--- config.mk ---
export PLATFORM = sky130hd
export DESIGN_NAME = clock_time_keeper
export DESIGN_NICKNAME = d
export VERILOG_FILES = /design/src/rtl/clock_time_keeper.sv
export SDC_FILE = /design/constraint.sdc
export NUM_CORES = 1
export LEC_CHECK = 0
export CAP_MARGIN = 20
export CORE_MARGIN = 2
export CORE_UTILIZATION = 55
export CTS_CLUSTER_DIAMETER = 40
export DETAILED_ROUTE_END_ITERATION = 8
export DONT_BUFFER_PORTS = 1
export MAX_ROUTING_LAYER = met4
export PLACE_DENSITY_LB_ADDON = 0.3
export SYNTH_ARGS = -nofsm -noshare
export SYNTH_HDL_FRONTEND = slang
export SYNTH_SLANG_ARGS = --single-unit
--- constraint.sdc ---
create_clock -name clock -period 3 [get_ports clock]
set_input_delay 0.15 -clock clock [delete_from_list [all_inputs] [get_ports clock]]
set_output_delay 0.15 -clock clock [all_outputs]
set_load 0.01 [all_outputs]
--- src/rtl/clock_time_keeper.sv ---
`default_nettype none
// ============================================================================
//  Module   : clock_time_keeper
//  Purpose  : HH:MM:SS time-of-day keeper with RUN / SET_HOUR / SET_MIN
//             mode machine, driven by single-cycle click pulses.
//  Ports    : clock       - system clock, rising edge
//             rst         - synchronous active-high reset
//             click_mode  - one-cycle mode button pulse
//             click_inc   - one-cycle increment button pulse
//             hours       - 0..23, registered
//             minutes     - 0..59, registered
//             seconds     - 0..59, registered
//             mode        - 0 RUN, 1 SET_HOUR, 2 SET_MIN
//             blink       - display enable for the field being edited
//             sec_pulse   - one-cycle strobe per counted second
//  Revision : 1.0 - initial release
// ============================================================================
module clock_time_keeper #(
    parameter int unsigned TICKS_PER_SEC = 50_000_000
) (
    input  logic       clock,
    input  logic       rst,
    input  logic       click_mode,
    input  logic       click_inc,
    output logic [4:0] hours,
    output logic [5:0] minutes,
    output logic [5:0] seconds,
    output logic [1:0] mode,
    output logic       blink,
    output logic       sec_pulse
);

    localparam int unsigned c_PW = (TICKS_PER_SEC > 2) ? $clog2(TICKS_PER_SEC) : 1;
    localparam logic [c_PW-1:0] c_LAST = c_PW'(TICKS_PER_SEC - 1);
    localparam logic [c_PW-1:0] c_HALF = c_PW'(TICKS_PER_SEC / 2);

    localparam logic [1:0] c_RUN      = 2'd0;
    localparam logic [1:0] c_SET_HOUR = 2'd1;
    localparam logic [1:0] c_SET_MIN  = 2'd2;

    logic [1:0]      r_state;
    logic [1:0]      w_state_nxt;
    logic [c_PW-1:0] r_presc;
    logic [c_PW-1:0] w_presc_nxt;
    logic [4:0]      r_hours,   w_hours_nxt;
    logic [5:0]      r_minutes, w_minutes_nxt;
    logic [5:0]      r_seconds, w_seconds_nxt;
    logic            r_blink,   w_blink_nxt;
    logic            r_pulse,   w_pulse_nxt;
    logic            w_tick;
    logic            w_exit_set;

    assign w_tick     = (r_presc == c_LAST);
    assign w_exit_set = (r_state == c_SET_MIN) && click_mode;

    // State register
    always_ff @(posedge clock) begin
        if (rst) begin
            r_state <= c_RUN;
        end else begin
            r_state <= w_state_nxt;
        end
    end

    // Next-state logic; the unused encoding falls back to RUN
    always_comb begin
        w_state_nxt = c_RUN;
        case (r_state)
            c_RUN:      w_state_nxt = click_mode ? c_SET_HOUR : c_RUN;
            c_SET_HOUR: w_state_nxt = click_mode ? c_SET_MIN  : c_SET_HOUR;
            c_SET_MIN:  w_state_nxt = click_mode ? c_RUN      : c_SET_MIN;
            default:    w_state_nxt = c_RUN;
        endcase
    end

    // Output / datapath next values
    always_comb begin
        w_hours_nxt   = r_hours;
        w_minutes_nxt = r_minutes;
        w_seconds_nxt = r_seconds;
        w_pulse_nxt   = 1'b0;

        // Leaving SET_MIN restarts the second so the first one is full length
        if (w_exit_set) begin
            w_presc_nxt = '0;
        end else if (w_tick) begin
            w_presc_nxt = '0;
        end else begin
            w_presc_nxt = r_presc + 1'b1;
        end

        case (r_state)
            c_RUN: begin
                // A mode click on the tick cycle freezes the pre-tick time
                if (!click_mode && w_tick) begin
                    w_pulse_nxt = 1'b1;
                    if (r_seconds == 6'd59) begin
                        w_seconds_nxt = 6'd0;
                        if (r_minutes == 6'd59) begin
                            w_minutes_nxt = 6'd0;
                            w_hours_nxt   = (r_hours == 5'd23) ? 5'd0 : r_hours + 5'd1;
                        end else begin
                            w_minutes_nxt = r_minutes + 6'd1;
                        end
                    end else begin
                        w_seconds_nxt = r_seconds + 6'd1;
                    end
                end
            end
            c_SET_HOUR: begin
                if (!click_mode && click_inc) begin
                    w_hours_nxt = (r_hours == 5'd23) ? 5'd0 : r_hours + 5'd1;
                end
            end
            c_SET_MIN: begin
                if (click_mode) begin
                    w_seconds_nxt = 6'd0;
                end else if (click_inc) begin
                    w_minutes_nxt = (r_minutes == 6'd59) ? 6'd0 : r_minutes + 6'd1;
                end
            end
            default: begin
            end
        endcase

        // Blink follows the prescaler value that will be present after the edge
        w_blink_nxt = (w_state_nxt == c_RUN) ? 1'b1 : (w_presc_nxt < c_HALF);
    end

    always_ff @(posedge clock) begin
        if (rst) begin
            r_presc   <= '0;
            r_hours   <= 5'd0;
            r_minutes <= 6'd0;
            r_seconds <= 6'd0;
            r_blink   <= 1'b1;
            r_pulse   <= 1'b0;
        end else begin
            r_presc   <= w_presc_nxt;
            r_hours   <= w_hours_nxt;
            r_minutes <= w_minutes_nxt;
            r_seconds <= w_seconds_nxt;
            r_blink   <= w_blink_nxt;
            r_pulse   <= w_pulse_nxt;
        end
    end

    assign hours     = r_hours;
    assign minutes   = r_minutes;
    assign seconds   = r_seconds;
    assign mode      = r_state;
    assign blink     = r_blink;
    assign sec_pulse = r_pulse;

endmodule
`default_nettype wire

---- Yosys cells after proc, flatten, opt, wreduce, memory -nomap -nowiden ----
Index checks and enable logic that the tools add are counted.
cells by class
  add/sub/neg operators ................... 4
  equality and inequality tests ........... 13
  div/mod/pow operators ................... 0
  bitwise gates (word level) .............. 1
  reductions and logical operators ........ 13
  magnitude comparators ................... 1
  multiplexer cells ....................... 23
  shift-type cells ........................ 0
  multiply operators ...................... 0
operators by type and width
  cell                     number
  $mux W26                 2
  $mux W6                  8
  $add A26 B1 Y26 const B  1
  $eq A26 B26 Y1 const B   1
  $lt A26 B25 Y1 const B   1
  $mux W5                  5
  $pmux W6 S2              2
  $ne A2 B2 Y1 const B     7
  $add A6 B1 Y6 const B    2
  $eq A6 B6 Y1 const B     2
  $pmux W5 S2              1
  $reduce_and A5 Y1        2
  $pmux W2 S3              1
  $add A5 B1 Y5 const B    1
  $eq A5 B5 Y1 const B     1
  $logic_not A2 Y1         2
  $mux W2                  2
  $reduce_bool A2 Y1       2
  $reduce_or A2 Y1         2
  $logic_and A1 B1 Y1      3
  $reduce_and A3 Y1        1
  $eq A2 B1 Y1 const B     1
  $eq A2 B2 Y1 const B     1
  $mux W1                  2
  2 further kinds          2
word-level totals
  memories ................................ 0
  latch bits .............................. 0
  bits in registers ....................... 47
  ROM bits ................................ 0
  bits of input ports ..................... 4
  word-level logic and storage cells ...... 62
  bits in writable memories ............... 0
  output and inout port bits .............. 21

---- Depth between registers and ports, before layout ----
Gate-level depths: netlist of the first run.
  word-level depth ........................ 6
  depth in mapped cells ................... 9
  mapped depth without buffers ............ 8

---- Least setup slack after synthesis of the first run ----
OpenSTA, ideal clock, no wires.
  path kind ............................... reg-to-reg
  start point ............................. reg r_presc[0]
  end point ............................... reg r_hours[4] (netlist: hours[4])
  arrival time ............................ 2.085 ns
  period minus slack after synthesis ...... 2.156 ns
  path slack .............................. 0.844 ns
  library setup time ...................... 0.071 ns
  cell stages (with the launch flop) ...... 9
  path buffers ............................ 0
  required time ........................... 2.929 ns
  cell sequence ........................... dfxtp_1 ha_1 and3_4 and4_4 nand4_2 o31ai_2 nand2_2 or4b_1 a21oi_1
on the way
  cells in the longest elaborated chain, start to end .. 4
RTL lines
  what                         RTL line  text
  start, declared              43        logic [c_PW-1:0] r_presc;
  start signal, assigned       139       r_presc <= w_presc_nxt;
  $eq A26 B26 Y1               53        assign w_tick = (r_presc == c_LAST);
  $logic_and A1 B1 Y1          95        if (!click_mode && w_tick) begin
  $ne A2 B2 Y1 (no line)       n/a
  $reduce_and A5 Y1 (no line)  n/a
  end signal, assigned         140       r_hours <= w_hours_nxt;
  end, declared                45        logic [4:0] r_hours, w_hours_nxt;
Every way passes these cells.
A chain may end at the register's enable or synchronous reset.

---- Final worst setup path of the first run ----
  start point ............................. reg r_presc[0]
  end point ............................... reg r_blink (netlist: blink)
on the way
  cells in the longest elaborated chain, start to end .. 4
  elaborated cells between the ends (all ways) .. 5
  classes of those cells .................. add/sub: 1; order compare: 1; eq/ne: 1; mux: 2
RTL lines
  what                                                      RTL line  text
  $add A26 B1 Y26 / $eq A26 B26 Y1 (equally long branches)  89, 53
  $mux W26 *                                                86        end else if (w_tick) begin
  $mux W26 *                                                84        if (w_exit_set) begin
  $lt A26 B25 Y1 *                                          127       w_blink_nxt = (w_state_nxt == c_RUN) ? 1'b1 : (w_presc_nxt < c_HALF);
  end signal, assigned                                      143       r_blink <= w_blink_nxt;
  end, declared                                             48        logic r_blink, w_blink_nxt;
Mark *: on every way between the ends. The rest lies on a longest branch, timed or not.

==> results.json, run 1 <==
{
  "status": "finished, final reports clean",
  "ant_nets": 0,
  "cts_tree": "yes",
  "finalHoldViolCount": 0,
  "clock_tree.root_cell": "clkbuf_8",
  "crit_path_end_kind": "flop",
  "first_pass_iters": 4,
  "yosysTopAreaCell": "dfxtp_1",
  "num_antenna_cells": 0,
  "syn_nets": 299,
  "grt_pass1_vias": 1853,
  "regArea_um2": 941,
  "syn_area_um2": 2450,
  "setup_violations": 0,
  "clk_pin_slew_worst_paths_ns": 0.08,
  "finClkSkew_ns": 0.00421,
  "die_w_um": 70.8,
  "postLayoutCoreUtil_pct": 59.8,
  "nNetsFinal": 298,
  "ys_warn_count": 0,
  "power.density_nw_per_um2": 418,
  "finalMaxSlewViolations": 0,
  "synth_edf_count": 0,
  "htree_levels": 2,
  "grt_pass1_wl_um": 8210,
  "vias": 2039,
  "initial_core_util_pct": 56.8,
  "ios": 25,
  "die_area_um2": 5010,
  "path_buf_inv": 0,
  "path_cells": "ha_1 -> nand3_1 -> or3_1 -> o41ai_1 -> o2111ai_1 -> a211oi_1 -> o221ai_1",
  "cts.path.max_buffers": 2,
  "peakVddDrop_v": 0.000218,
  "max_slew_margin_pct": 58.4,
  "worstHoldStart": "click_mode",
  "grt_max_degree": 25,
  "gr-usage-all-layers_pct": 20.7,
  "avgSynthCellArea_um2": 8.44,
  "gp_congestion": 0.884,
  "crit_type": "flop to flop",
  "cpMaxStageDelayCell": "or3_1",
  "crit_start": "r_presc[0]",
  "layout_setup_ws_ns": 0.660,
  "core_area_um2": 4320,
  "routed_wl_um": 4780,
  "setup_tns_ns": 0,
  "crit_path_max_incr_delay_ns": 0.52,
  "drc": 0,
  "hold_path.class": "input port to flop",
  "critPathMaxFanout": 7,
  "crit_family": "compound AO/OA/AOI/OAI gates",
  "layout-area-overhead-vs-synth_pct": 5.35,
  "multi_input_area_um2": 1450,
  "arrival_ns": 2.52,
  "antenna_found_initial": 0,
  "rows": 24,
  "clock.fmax_ghz": 0.427,
  "clock_latency_ns": 0.30,
  "via_per_inst": 5.94,
  "seq_area_frac_synth_pct": 38.3,
  "gr-total-overflow": 0,
  "cts_resized": 0,
  "dp_hpwl_um": 3460,
  "dp_worst_setup_slack_ns": 0.673,
  "num-fill-cells": 399,
  "yosys.area.top_type_share_pct": 38.3,
  "rsz0062_at_grt": "false",
  "period_share_pct": 78.0,
  "drt_iter0_drc": 143,
  "worstMarginPinSlew_ns": 0.621,
  "cts.sinks": 47,
  "worst_setup_path_start_kind": "flop",
  "layout-drive-gt1-share_pct": 6.87,
  "synth_area_leaders": "dfxtp_1, nor2_1, xor2_1",
  "yosys_register_bits": 47,
  "maxCapViolations": 0,
  "routedWlPerCell_um": 13.9,
  "postCtsSetupBuffers": 0,
  "leakagePower_nw": 0.908,
  "dieHeight_um": 70.8,
  "hold_buffers": 1,
  "syn_inst": 291,
  "reg2reg_from": "r_presc[0]",
  "io_buffers": 0,
  "ys.flop_type": "dfxtp_1",
  "numCtsBuffers": 5,
  "yosysUniqueCellTypes": 55,
  "critPathRequiredTime_ns": 3.18,
  "period_needed_ns": 2.34,
  "async_flop_share_pct": 0
}
==> layer usage <==
metal  part of all wire (%)  vias up  GRT usage, %
met4                    2.1        0          7.97
met2                     47       36          32.4
met1                     47      950          26.0
met3                    3.6        9          4.70
met5                      0        -             -
li1                       -     1044             -
==> stage by stage <==
stage                     instance area (um^2)  std cells  hold WS [ns]  total power (W)
final                                     2590        343        0.0396          0.00108
after global routing                      2590        343        0.0558          0.00113
after CTS                                 2590        343        0.0351          0.00109
after detailed placement                  2480        334         0.223         0.000695
after global placement                    2480        334         0.222         0.000693
after floorplan                           2450        291         0.437         0.000693
==> final cells by class <==
cell class,instances,share of cell area (%)
clock inverters,1,0.339
inverters,4,0.581
flip-flops and latches,47,36.4
repair buffers,2,0.677
well taps,52,2.52
clock buffers,7,3.34
multi-input cells,230,56.2
==> logic make-up (layout without fill, tap and decap cells) <==
family                   count (synthesis)  count (layout)  synth area share [%]
flip-flops                              47              47                  38.3
AND/OR/NAND/NOR                        151             151                  32.9
XOR/XNOR                                29              29                  10.3
multiplexers                             5               5                  2.04
adder cells (fa/ha/maj)                  4               4                  2.04
buffers and inverters                   14              14                  2.50
AO/OA/AOI/OAI                           41              41                  11.8
==> flip-flops by register name, summed over array words and instances (netlist names) <==
name and flops:
r_presc 26, sec_pulse 1, blink 1, minutes 6, mode 2, hours 5
seconds 6
==> report_power, final <==
part / switching (W) / internal [W]
Combinational: 0.0000234 / 0.0000140
Sequential: 0.0000155 / 0.000631
Clock: 0.000210 / 0.000189
Total: 0.000248 / 0.000834
==> worst reg2reg max path: cells and delay by family, from the launching register on <==
kind	cells	cell delay, ns
flops	1	0.39
compound gates	4	0.83
fa+ha+maj	1	0.22
simple gates	2	0.77
==> synthesized netlist by cell type, types with 5 or more instances <==
library cell / instances
a21oi_1: 9
and3_1: 6
clkbuf_1: 7
dfxtp_1: 47
mux2i_1: 5
nand2_1: 28
nand3_1: 15
nand4_1: 13
nor2_1: 49
nor3_1: 7
o21ai_0: 7
xnor2_1: 13
xor2_1: 16
==> path summary, 6_finish.rpt <==
kind                                    to  slack (ns)  cells after the start
worst max register to register       blink        0.66                      7
worst min-delay path               mode[1]        0.04                      2
worst min register to register  r_presc[0]        0.48                      1
worst max-delay path                 blink        0.66                      7
==> layout by cell type (no fill, tap or decap), types with 2 or more instances in the layout <==
cell type,Yosys,final
inv_1,4,4
nand2_1,28,28
o21a_1,2,2
nor2_1,49,49
xnor2_1,13,13
o221ai_1,2,2
mux2i_1,5,5
and3_1,6,6
nor4_1,2,2
nor3_1,7,7
dfxtp_1,47,47
ha_1,4,4
a311oi_1,3,3
clkbuf_8,0,6
a211oi_1,2,2
a41oi_1,2,2
nand2b_1,3,3
nand3_1,15,15
nand3b_1,3,3
nand4b_1,2,2
nand4_1,13,13
and4bb_1,2,2
xor2_1,16,16
a31oi_1,3,3
nor3_4,2,2
o21ai_0,7,7
a21oi_1,9,9
o41ai_1,2,2
nor2b_1,4,4
Note: power is estimated with default switching activity, not from simulation.
==> run 2: changes to the inputs <==
==> constraint.sdc (replaced) <==
create_clock -name clock -period 1.9 [get_ports clock]
set_input_delay 0.095 -clock clock [delete_from_list [all_inputs] [get_ports clock]]
set_output_delay 0.095 -clock clock [all_outputs]
set_load 0.01 [all_outputs]
==> run 2 against run 1 <==
The flow now finishes with violations (negative setup slack). Critical endpoint unchanged. Largest cell class unchanged. Critical path type unchanged. Flip-flop and latch count did not move. Clock power increased by 70%. Total power grew 69%.
==> results.json, run 2 (synthesis results as in run 1) <==
{
  "routed.top_layer": "met4",
  "clk_pin_slew_worst_paths_ns": 0.09,
  "layout-area-overhead-vs-synth_pct": 41.4,
  "power.density_nw_per_um2": 526,
  "status": "finished, violations left",
  "cts.path.max_buffers": 2,
  "hold_end": "r_presc[16]",
  "core_area_um2": 4320,
  "finalMaxSlewViolations": 0,
  "layout-drive-gt1-share_pct": 36.7,
  "initial_core_util_pct": 56.8,
  "dp_hpwl_um": 4340,
  "numCtsBuffers": 5,
  "r2r_slack_ns": -0.20,
  "period_needed_ns": 2.10,
  "drt_iter0_drc": 191,
  "hold-worst-slack_ns": 0.0241,
  "ios": 25,
  "routedWlPerCell_um": 17.4,
  "maxCapViolations": 0,
  "finalHoldViolCount": 0,
  "die_w_um": 70.8,
  "via_per_inst": 6.01,
  "grt_pass1_wl_um": 10900,
  "final_common_cell": "buf_4",
  "grt_max_degree": 20,
  "routed_wl_um": 7470,
  "critPathRequiredTime_ns": 2.08,
  "critPathMaxFanout": 4,
  "clock_latency_ns": 0.31,
  "reg2regPathDepth": 7,
  "postLayoutCoreUtil_pct": 80.3,
  "hold_path.class": "input port to flop",
  "worstHoldStart": "rst",
  "gr-usage-all-layers_pct": 27.7,
  "num_antenna_cells": 0,
  "final_area_um2": 3470,
  "drc": 0,
  "violations": "negative setup slack",
  "crit_path_end_kind": "flop",
  "setup_violations": 17,
  "grt_pass1_vias": 2522,
  "clock_tree.root_cell": "clkbuf_8",
  "finClkSkew_ns": 0.00663,
  "worstMarginPinSlew_ns": 0.616,
  "layout_common_cells": "buf_4, nor2_1, dfxtp_1",
  "antenna_found_initial": 0,
  "worst_setup_path_start_kind": "flop",
  "arrival_ns": 2.28,
  "reg2reg_from": "r_presc[0]",
  "first_pass_iters": 4,
  "power_w": 0.00182,
  "wl_met2_um": 3910,
  "cts_tree": "yes",
  "r2r_end": "blink",
  "gp_congestion": 0.898,
  "peakVddDrop_v": 0.000344,
  "wl_met1_um": 2970,
  "clock.fmax_ghz": 0.476,
  "htree_levels": 2,
  "whs_path_depth": 2,
  "rows": 24,
  "nNetsFinal": 383,
  "gr-total-overflow": 0,
  "rsz0062_at_grt": "true",
  "max_slew_margin_pct": 58.8,
  "crit_type": "flop to flop",
  "route.met3.wl_um": 398,
  "vias": 2574,
  "place_area_um2": 3080,
  "io_buffers": 0,
  "largest_reg_flops": 26,
  "ant_nets": 0,
  "die_area_um2": 5010,
  "period_share_pct": 110,
  "leakagePower_nw": 1.40,
  "dieHeight_um": 70.8,
  "cts.sinks": 47,
  "layout_setup_ws_ns": -0.199,
  "regMostFlops": "r_presc"
}
==> run 2: cell count changes in the layout (fill, tap and decap cells not counted), sizes merged <==
cell	change
dlygate4sd3	+3
clkinvlp	+1
clkinv	-1
buf	+82
==> run 2: repair_timing <==
| item | 4_1_cts | 5_1_grt |
|---|---|---|
| gates resized for setup | 19 | 22 |
| endpoints found under the setup margin | 16 | 38 |
| pin swaps | 19 | 18 |
| buffers inserted | 8 | 4 |
| endpoints found under the hold margin | 17 | 15 |
| hold buffers | 2 | 2 |
==> run 2: routing by layer <==
metal  GRT usage, %  up-vias
met1           30.1     1225
met4           10.9        0
li1               -     1215
met5              -        -
met2           49.0      106
met3           6.13       28
==> run 2: metrics by stage <==
stage | std cells | worst slack, ns | setup TNS, ns
after CTS | 423 | -0.145 | -1.17
after floorplan | 291 | -0.0948 | -0.427
after global placement | 405 | -0.130 | -0.549
after detailed placement | 405 | -0.191 | -1.51
final | 428 | -0.199 | -1.71
after global routing | 428 | -0.305 | -3.06
==> run 2: worst max-delay path: stages, from the launching register on <==
cell and delay (ns):
dfxtp_4 0.37, ha_4 0.15, nand3_2 0.13, or3_4 0.42, o41ai_1 0.32, o2111ai_2 0.19, a211oi_2 0.27, o221ai_1 0.13
==> run 2: how the worst max path moves through the flow <==
stage | start | to | slack [ns]
after floorplan | r_presc[0] | hours[4] | -0.09
after global placement | r_presc[10] | blink | -0.13
after detailed placement | r_presc[1] | blink | -0.19
after CTS | r_presc[0] | minutes[5] | -0.14
after global routing | r_presc[1] | blink | -0.31
final | r_presc[0] | blink | -0.20
==> run 2: report_power, final <==
group / internal [W] / leakage, nW / switching [W]
logic: 0.0000648 / 0.965 / 0.0000696
registers: 0.000997 / 0.384 / 0.0000142
clock network: 0.000331 / 0.0505 / 0.000348
total: 0.00139 / 1.40 / 0.000432
==> run 2: cell type report <==
type	count	area, um^2
multi-input cells	230	1630
well taps	52	65.1
clock inverters	1	7.51
flip-flops and latches	47	955
inverters	4	15.0
clock buffers	7	96.3
repair buffers	87	702
fillers	253	853
==> run 3: changes to the inputs <==
--- a/config.mk
+++ b/config.mk
@@ -13,6 +13,7 @@
 export DONT_BUFFER_PORTS = 1
 export MAX_ROUTING_LAYER = met4
 export PLACE_DENSITY_LB_ADDON = 0.3
+export SKIP_LAST_GASP = 1
 export SYNTH_ARGS = -nofsm -noshare
 export SYNTH_HDL_FRONTEND = slang
 export SYNTH_SLANG_ARGS = --single-unit
==> run 3 against run 2 <==
The run still ends with negative setup slack left. Total power down 0.28%. Critical path type unchanged. Sequential power is essentially flat. Cell area down 0.79%.
==> results.json, run 3 (synthesis results as in run 1) <==
{
  "cts.path.max_buffers": 2,
  "worst_setup_path_start_kind": "flop",
  "first_pass_iters": 4,
  "clock_tree.root_cell": "clkbuf_8",
  "r2r_slack_ns": -0.33,
  "routed_wl_um": 7130,
  "grt_max_degree": 20,
  "violations": "negative setup slack",
  "htree_levels": 2,
  "antenna_found_initial": 0,
  "maxCapViolations": 0,
  "ant_nets": 0,
  "dp_hpwl_um": 4340,
  "leakagePower_nw": 1.40,
  "regMostFlops": "r_presc",
  "finalHoldViolCount": 0,
  "power.density_nw_per_um2": 528,
  "layout_setup_ws_ns": -0.335,
  "drc": 0,
  "busiest_layer": "met2",
  "worstMarginPinSlew_ns": 0.601,
  "clk_pin_slew_worst_paths_ns": 0.09,
  "period_needed_ns": 2.23,
  "cts_tree": "yes",
  "status": "finished, violations left",
  "reg2regPathDepth": 7,
  "crit_path_end_kind": "flop",
  "whs_path_depth": 2,
  "grt_pass1_vias": 2533,
  "rsz0062_at_grt": "true",
  "numCtsBuffers": 5,
  "use_met2_pct": 49.2,
  "routedWlPerCell_um": 16.8,
  "grt_pass1_wl_um": 10800,
  "critPathRequiredTime_ns": 2.08,
  "dieHeight_um": 70.8,
  "gr-usage-all-layers_pct": 27.5,
  "hold_path.class": "input port to flop",
  "met1_usage_pct": 28.7,
  "core_area_um2": 4320,
  "period_share_pct": 118,
  "nNetsFinal": 380,
  "ios": 25,
  "die_area_um2": 5010,
  "setup_tns_ns": -2.22,
  "die_w_um": 70.8,
  "largest_reg_flops": 26,
  "vias": 2514,
  "critPathMaxFanout": 4,
  "max_slew_margin_pct": 59.8,
  "cts.sinks": 47,
  "peakVddDrop_v": 0.000351,
  "crit_type": "flop to flop",
  "drt_iter0_drc": 154,
  "initial_core_util_pct": 56.8,
  "clock_latency_ns": 0.31,
  "rows": 24,
  "setup_violations": 16,
  "io_buffers": 0,
  "final_common_cell": "buf_4",
  "num_antenna_cells": 0,
  "layout_common_cells": "buf_4, nor2_1, dfxtp_1",
  "gr-total-overflow": 0,
  "clock.fmax_ghz": 0.448,
  "via_per_inst": 5.92,
  "met3_usage_pct": 6.13,
  "finClkSkew_ns": 0.00344,
  "gp_congestion": 0.898,
  "arrival_ns": 2.41,
  "layout-area-overhead-vs-synth_pct": 40.3,
  "layout-drive-gt1-share_pct": 35.7,
  "finalMaxSlewViolations": 0,
  "postLayoutCoreUtil_pct": 79.6
}
run 3: critical path: stages, from the launching register on:
cell       delay [ns]
dfxtp_4          0.38
nand4_1          0.16
buf_4            0.20
or3_4            0.33
o41ai_1          0.33
o2111ai_1        0.23
a211oi_2         0.32
o221ai_1         0.15
run 3: power by group:
part           internal [W]  switching (W)
combinational     0.0000653      0.0000700
sequential         0.000995      0.0000153
clock              0.000331       0.000343
run 3: layer usage:
layer | up-vias | routed length [um]
met5 | - | 0
met4 | 0 | 253
met3 | 24 | 264
met2 | 70 | 3780
met1 | 1211 | 2840
li1 | 1209 | -
run 3: cell type report:
cell class                 count  area [um^2]
multi-input combinational    230         1620
sequential                    47          961
fill                         271          881
timing repair buffer          84          683
clock buffer                   7         96.3
tap                           52         65.1
inverter                       4         15.0
clock inverter                 1         7.51
run 3: through the flow:
stage	total power [W]	area (um^2)	instances	hold slack, ns	setup slack [ns]
detailed placement	0.00113	3080	405	0.169	-0.191
finish	0.00182	3440	425	0.0302	-0.335
floorplan	0.00110	2510	291	0.399	-0.0948
CTS	0.00181	3350	423	-0.165	-0.145
global route	0.00187	3440	425	0.0290	-0.423
global placement	0.00113	3080	405	0.166	-0.130
run 3: worst paths after layout:
kind	endpoint	from
setup / recovery	blink	r_presc[10]
hold reg to reg	r_presc[0]	r_presc[0]
setup reg to reg	blink	r_presc[10]
hold / removal	r_presc[16]	rst
run 3: repair_timing:
item                                    4_1_cts  5_1_grt
endpoints found under the setup margin       16       40
endpoints found under the hold margin        17       15
pin swaps                                    19       16
hold buffers                                  2        2
gates resized for setup                      18       25
gates cloned                                  0        0
setup buffers                                 8        1
